--- src/rtl/pipe_stage_hs.sv ---
// Valid/ready pipeline register stage with optional skid buffer and flush.
// Define PIPE_STAGE_SKID_EN to add the skid register and registered in_ready_o.
module pipe_stage_hs #(
  parameter int               DATA_W       = 32,
  parameter int               PC_W         = 32,
  parameter logic [DATA_W-1:0] NOP_VAL     = DATA_W'(32'h0000_0013),
  parameter bit               FLUSH_CLR_PC = 1'b1
) (
  input  logic              clk,
  input  logic              rstn,
  input  logic              in_valid_i,
  output logic              in_ready_o,
  input  logic [PC_W-1:0]   pc_i,
  input  logic [DATA_W-1:0] instr_i,
  input  logic              flush_i,
  output logic              out_valid_o,
  input  logic              out_ready_i,
  output logic [PC_W-1:0]   pc_o,
  output logic [DATA_W-1:0] instr_o,
  output logic [1:0]        occ_o
);

  // Encoding doubles as the occupancy count.
  typedef enum logic [1:0] {
    EMPTY = 2'd0,
    FULL  = 2'd1,
    SKID  = 2'd2
  } state_t;

  state_t            state;
  logic              out_valid_q;
  logic [PC_W-1:0]   pc_q;
  logic [DATA_W-1:0] instr_q;
  logic              take_in;
  logic              take_out;

`ifdef PIPE_STAGE_SKID_EN
  logic              ready_q;
  logic [PC_W-1:0]   skid_pc_q;
  logic [DATA_W-1:0] skid_instr_q;
  assign in_ready_o = ready_q;
`else
  assign in_ready_o = !out_valid_q || out_ready_i;
`endif

  assign take_in  = in_valid_i && in_ready_o;
  assign take_out = out_valid_q && out_ready_i;

  always_ff @(posedge clk) begin
    if (!rstn) begin
      state       <= EMPTY;
      out_valid_q <= 1'b0;
      pc_q        <= '0;
      instr_q     <= NOP_VAL;
`ifdef PIPE_STAGE_SKID_EN
      ready_q     <= 1'b1;
`endif
    end else if (flush_i) begin
      // Flush wins over any same-cycle transfer; the incoming entry is dropped.
      state       <= EMPTY;
      out_valid_q <= 1'b0;
      instr_q     <= NOP_VAL;
      if (FLUSH_CLR_PC) pc_q <= '0;
`ifdef PIPE_STAGE_SKID_EN
      ready_q     <= 1'b1;
`endif
    end else begin
      case (state)
        EMPTY: begin
          if (take_in) begin
            pc_q        <= pc_i;
            instr_q     <= instr_i;
            out_valid_q <= 1'b1;
            state       <= FULL;
          end
        end
        FULL: begin
          if (take_in && take_out) begin
            pc_q    <= pc_i;
            instr_q <= instr_i;
          end else if (take_out) begin
            state       <= EMPTY;
            out_valid_q <= 1'b0;
            pc_q        <= '0;
            instr_q     <= NOP_VAL;
          end
`ifdef PIPE_STAGE_SKID_EN
          else if (take_in) begin
            skid_pc_q    <= pc_i;
            skid_instr_q <= instr_i;
            state        <= SKID;
            ready_q      <= 1'b0;
          end
`endif
        end
`ifdef PIPE_STAGE_SKID_EN
        SKID: begin
          if (take_out) begin
            pc_q    <= skid_pc_q;
            instr_q <= skid_instr_q;
            state   <= FULL;
            ready_q <= 1'b1;
          end
        end
`endif
        default: begin
          state       <= EMPTY;
          out_valid_q <= 1'b0;
          pc_q        <= '0;
          instr_q     <= NOP_VAL;
`ifdef PIPE_STAGE_SKID_EN
          ready_q     <= 1'b1;
`endif
        end
      endcase
    end
  end

  assign out_valid_o = out_valid_q;
  assign pc_o        = pc_q;
  assign instr_o     = instr_q;
  assign occ_o       = state;

endmodule

--- config.mk ---
export PLATFORM = sky130hd
export DESIGN_NAME = pipe_stage_hs
export DESIGN_NICKNAME = d
export VERILOG_FILES = /design/src/rtl/pipe_stage_hs.sv
export SDC_FILE = /design/constraint.sdc
export NUM_CORES = 1
export LEC_CHECK = 0
export ABC_AREA = 1
export CAP_MARGIN = 20
export CORE_ASPECT_RATIO = 0.8
export CORE_MARGIN = 5
export CORE_UTILIZATION = 30
export CTS_CLUSTER_DIAMETER = 50
export CTS_CLUSTER_SIZE = 20
export DETAILED_ROUTE_END_ITERATION = 10
export GPL_TIMING_DRIVEN = 1
export PLACE_DENSITY = 0.71
export SLEW_MARGIN = 15
export SYNTH_ARGS = -nofsm -noshare
export SYNTH_HDL_FRONTEND = slang
export SYNTH_SLANG_ARGS = --single-unit
--- constraint.sdc ---
create_clock -name clk -period 1.5 [get_ports clk]
set_clock_uncertainty 0.1 [all_clocks]
set_input_delay 0.225 -clock clk [delete_from_list [all_inputs] [get_ports clk]]
set_output_delay 0.225 -clock clk [all_outputs]
set_load 0.03 [all_outputs]
==> flow_metrics.tcl, run 1 <==
set metrics [dict create \
    seq_area_frac_synth 0.4890 \
    cts_hold_buf 0 \
    end_kind "primary output" \
    io_pins 137 \
    maxSlewViolCount 0 \
    worst_path_max_delay_cell "dlygate4sd2_1" \
    critPathKind "register to primary output" \
    via_per_inst 4.815 \
    rows 30 \
    gp_congestion 0.7889 \
    clkSinkCount 65 \
    synth_cells 304 \
    setup_viol_count_final 0 \
    ctsRootBufferMaster "clkbuf_8" \
    finalCritPeriodShare 0.9621 \
    syn_area_per_cell_sq_um 8.754 \
    first_global_vias 2588 \
    hold_path_depth 4 \
    die_y_um 94.24 \
    ys_seq_elements 65 \
    numPortBuffers 135 \
    area_delta_synth_final_pct 61.45 \
    firstDrtPassIters 4 \
    core_sq_um 8558 \
    htree_num_levels 3 \
    cts.reportedPaths.clkPinSlew_ps 70 \
    start_util 0.3110 \
    antenna_found_initial 0 \
    rr_endpoint "instr_o[27]" \
    ant_nets 0 \
    vias 2687 \
    p_clk_frac 0.396 \
    internal_power_mw 3.089 \
    n_fill_cell 836 \
    cts_buffer_depth 2 \
    post_dp_cell_area_sq_um 4111 \
    power_mw 4.147 \
    routed_wl_um 8544 \
    grt_max_degree 36 \
    yosysUniqueCellTypes 20 \
    drc 0 \
    final_cell_mix "118 x nand3_1, 67 x clkdlybuf4s50_1, 64 x dfxtp_1, 63 x dlygate4sd2_1, 61 x a21oi_1" \
    netlist_area_sq_um 2661 \
    maxCapViolCount 0 \
    crit_fanout 2 \
    cts_tree "yes" \
    p_sw_frac 0.2551 \
    preCtsSetupSlack_ps -133.8 \
    cp-start-kind "register" \
    cts_made_buffers 9 \
    run_status "completed" \
    crit_arrival_ps 1120 \
    finalHoldViolCount 0 \
    grt_pass1_wl_um 13240 \
    syn_nets 373 \
    path_cells "dlygate4sd2_1" \
    critPathRequiredTime_ps 1170 \
    setup_ws_ps 56.80 \
    hp-start "in_valid_i" \
    r2r-start "occ_o[0]" \
    yosysWarnings 0 \
    p_sw_mw 1.058 \
    power_density_nw_per_um2 965.2 \
    rr_worst_depth 7 \
    dp_cells 538 \
    setup_tns_ps 0 \
    clock_latency_ps 330 \
    reg2reg_slack_ps 150 \
    drive_gt1_frac 0.1323 \
    final_common_cell "nand3_1" \
    path_delay_family "buffers and inverters" \
    grt_overflow 0 \
    min_to "pc_o[31]" \
    avgRoutedWirePerCell_um 15.31 \
    cp_num_buf_inv 1 \
    drt_iter0_drc 235 \
    min_period_ps 1443 \
    final_cell_area_sq_um 4297 \
    diodes 0 \
    dp_hpwl_um 5999 \
    fin_cells 558 \
    die_w_um 115.3 \
    power_frac_comb 0.166 \
    die_area_sq_um 10870 \
    nets 510 \
    pwr-share-seq 0.437 \
    cellLeakagePower_nw 1.849 \
    min_path_type "input pin to register" \
    cpPeakStageDelay_ps 420 \
    fmaxAchievable_ghz 0.6929 \
    vdd_ir_drop_max_mv 0.5063 \
    grt_usage 0.1545 \
]
## how the worst max path moves through the flow
stage,start,to,slack [ps],depth (start not counted)
2_1_floorplan,occ_o[0],instr_o[0],140,5
3_3_place_gp,out_ready_i,pc_o[22],-80,6
3_5_place_dp,out_ready_i,instr_o[8],-130,6
4_1_cts,occ_o[0],in_ready_o,20,4
5_1_grt,occ_o[0],in_ready_o,-1,4
6_report,pc_o[6],pc_o[6],60,1
## timing repair
item	CTS	global route
cloned	0	0
endpoints found under the setup margin	67	9
buffers inserted	4	0
resized for setup	68	5
## sequential cells by signal, summed over array words and instances (netlist names)
name / count
instr_o: 32
occ_o: 1
pc_o: 32
## metal layers
| metal | share of wire | track usage | wire [um] | vias up |
|---|---|---|---|---|
| met3 | 0.098 | 0.07920 | 836 | 10 |
| met2 | 0.46 | 0.2327 | 3909 | 108 |
| li1 | - | - | - | 1345 |
| met5 | 0 | 0 | 0 | - |
| met1 | 0.43 | 0.1966 | 3688 | 1224 |
| met4 | 0.013 | 0.03421 | 110 | 0 |
## worst reg2reg max path, cell delays in order, from the launching register on
cell and delay (ps):
dfxtp_2 330, buf_4 140, nand2_4 80, buf_12 110, buf_6 160, buf_12 150
nand3_1 60, a21oi_1 150
## final cells by class
| class | instances | area (sq um) | area share |
|---|---|---|---|
| Clock buffer | 11 | 141.4 | 0.03291 |
| Clock inverter | 5 | 78.83 | 0.01835 |
| Inverter | 5 | 18.77 | 0.004368 |
| Multi-Input combinational cell | 199 | 1060 | 0.2467 |
| Sequential cell | 65 | 1303 | 0.3031 |
| Tap cell | 112 | 140.1 | 0.03261 |
| Timing Repair Buffer | 161 | 1555 | 0.3620 |
## kinds of logic after synthesis
logic type | Yosys count | share of synthesized area
AND/OR/NAND/NOR | 133 | 0.2703
AO/OA/AOI/OAI | 65 | 0.1236
other | 1 | 0.001409
flip-flops | 65 | 0.4890
buffers and inverters | 40 | 0.1157
## power by group through the flow
stage               Clock [mW]  Sequential, mW  Combinational (mW)
floorplan                    0            1.96               0.264
global placement             0            1.85               0.718
detailed placement           0            1.85               0.724
CTS                       1.69            1.81               0.693
global route              1.78            1.82               0.740
finish                    1.64            1.81               0.690
## cells in the mapped netlist
library cell / instances / share of area
a21oi_1: 61 / 0.11
a21oi_2: 1 / 0.0033
buf_12: 1 / 0.0075
buf_2: 17 / 0.032
buf_4: 5 / 0.014
buf_6: 4 / 0.017
buf_8: 1 / 0.0056
clkbuf_1: 1 / 0.0014
clkbuf_8: 6 / 0.031
conb_1: 1 / 0.0014
dfxtp_1: 65 / 0.49
inv_1: 4 / 0.0056
inv_2: 1 / 0.0014
nand2_1: 2 / 0.0028
nand2_2: 1 / 0.0024
nand2_4: 1 / 0.0042
nand3_1: 118 / 0.22
nand3_2: 10 / 0.038
nor2_1: 1 / 0.0014
o21ai_0: 3 / 0.0056
## metrics by stage
stage,utilization,hold WS [ps]
after CTS,0.5006,247.2
after global placement,0.4804,360.3
after floorplan,-,271.6
after detailed placement,0.4804,368.3
final,0.5020,243.4
after global routing,0.5020,260.1
No activity file was read; power rests on OpenSTA's default activity.
==> run 2, diff against run 1 <==
Settings changed: ABC_AREA 1 to not set, PLACE_DENSITY 0.71 to 0.77.
==> flow_metrics.tcl, run 2 <==
set metrics [dict create \
    rows 27 \
    grt_pass1_wl_um 9232 \
    avgRoutedWirePerCell_um 15.23 \
    dp_cells 366 \
    dp_hpwl_um 4326 \
    cts_buffer_depth 2 \
    vias 1776 \
    grt_max_degree 32 \
    gp_congestion 0.7264 \
    final_common_cell "clkdlybuf4s50_1" \
    seq_area_frac_synth 0.6276 \
    maxUsedRoutingLayer "met4" \
    run_status "completed" \
    async_flop_share 0 \
    io_pins 137 \
    setup_tns_ps 0 \
    numPortBuffers 135 \
    die_y_um 84.36 \
    setup_ws_ps 55.57 \
    power_density_nw_per_um2 1051 \
    synth_edf_count 0 \
    finalCritPeriodShare 0.9630 \
    clock_latency_ps 330 \
    end_kind "primary output" \
    route.met2.wl_um 2493 \
    grt_overflow 0 \
    rr_worst_depth 4 \
    drt_iter0_drc 55 \
    final_util 0.5285 \
    diodes 0 \
    finalHoldViolCount 0 \
    final_cell_mix "68 x clkdlybuf4s50_1, 66 x dlygate4sd2_1, 64 x dfxtp_1, 61 x a22o_1, 10 x clkbuf_8" \
    power_mw 3.770 \
    seq_area_sq_um 1303 \
    vdd_ir_drop_max_mv 0.6720 \
    start_util 0.3053 \
    cts_made_buffers 9 \
    antenna_found_initial 0 \
    fin_cells 382 \
    clkSinkCount 65 \
    nets 359 \
    cts_tree "yes" \
    synth.most_common_cell "dfxtp_1" \
    ant_nets 0 \
    cts_hold_buf 0 \
    n_fill_cell 619 \
    critPathKind "input pin to primary output" \
    cts.reportedPaths.clkPinSlew_ps 70 \
    whs_ps 372.1 \
    netlist_area_sq_um 2073 \
    min_path_type "register to register" \
    maxCapViolCount 0 \
    yosysUniqueCellTypes 15 \
    synth_cells 155 \
    crit_fanout 3 \
    route.met3.wl_um 677 \
    min_period_ps 1444 \
    yosysWarnings 0 \
    critPathRequiredTime_ps 1170 \
    via_per_inst 4.649 \
    hold_path_depth 1 \
    syn_area_per_cell_sq_um 13.38 \
    fmaxAchievable_ghz 0.6923 \
    cellLeakagePower_nw 1.678 \
    ys_top_cells_by_area "dfxtp_1 63%, a22o_1 26%, buf_6 4.3%" \
    cts_setup_buffers 0 \
    final_cell_area_sq_um 3588 \
    grt_usage 0.1344 \
    first_global_vias 1834 \
    drc 0 \
    synth-main-ff-cell "dfxtp_1" \
    synth_common_cells "65 x dfxtp_1, 61 x a22o_1, 8 x buf_4, 8 x buf_6, 3 x o22a_1" \
    die_w_um 102.9 \
    drt-met1-wl_um 2591 \
    crit_arrival_ps 1120 \
    post_dp_cell_area_sq_um 3475 \
    firstDrtPassIters 4 \
    ys_seq_elements 65 \
    setup_viol_count_final 0 \
    area_delta_synth_final_pct 73.08 \
    synth_top_area_frac 0.6276 \
    core_sq_um 6790 \
    syn_nets 224 \
    multi_input_area_sq_um 623.1 \
    drive_gt1_frac 0.08814 \
    yosys.area.top_type "dfxtp_1" \
    htree_num_levels 3 \
    cp-start-kind "input pin" \
    preCtsSetupSlack_ps -200.6 \
    die_area_sq_um 8684 \
    routed_wl_um 5819 \
    cts_resized 66 \
    rsz0062_at_grt "no" \
    ctsRootBufferMaster "clkbuf_8" \
    maxSlewViolCount 0 \
]
## run 2: path summary, 6_finish.rpt
| path | end | slack, ps | startpoint |
|---|---|---|---|
| setup reg to reg | instr_o[17] | 170 | occ_o[0] |
| setup / recovery | in_ready_o | 60 | out_ready_i |
| hold / removal | instr_o[16] | 370 | instr_o[16] |
| hold reg to reg | instr_o[16] | 370 | instr_o[16] |
## run 2: worst max-delay path, stage by stage
cell and delay, ps:
clkdlybuf4s50_1 410, nand2b_2 180, buf_4 140, buf_4 160
## run 2: logic make-up (layout without fill, tap and decap cells)
| family | Yosys count | after routing | share of synthesized area |
|---|---|---|---|
| simple gates | 6 | 6 | 0.01750 |
| flops | 65 | 65 | 0.6276 |
| other cells | 1 | 1 | 0.001809 |
| buf+inv | 17 | 157 | 0.07423 |
| mux | 1 | 1 | 0.004828 |
| compound gates | 65 | 65 | 0.2740 |
## run 2: metal layers
layer	up-vias	global-route usage
li1	857	-
met1	831	0.1728
met2	83	0.1916
met3	5	0.07641
met4	0	0.03882
met5	-	0
## run 2: cell type report
cell class / instances / share of cell area
Timing Repair Buffer: 140 / 0.3773
Sequential cell: 65 / 0.3630
Multi-Input combinational cell: 73 / 0.1736
Clock buffer: 11 / 0.03940
Tap cell: 87 / 0.03033
Clock inverter: 5 / 0.01534
Inverter: 1 / 0.001046
## run 2: power by group
group          internal [mW]  total, mW  switching, mW
sequential              1.78       1.81         0.0296
clock                  0.807       1.45          0.643
combinational          0.269      0.505          0.236
total                   2.86       3.77          0.909
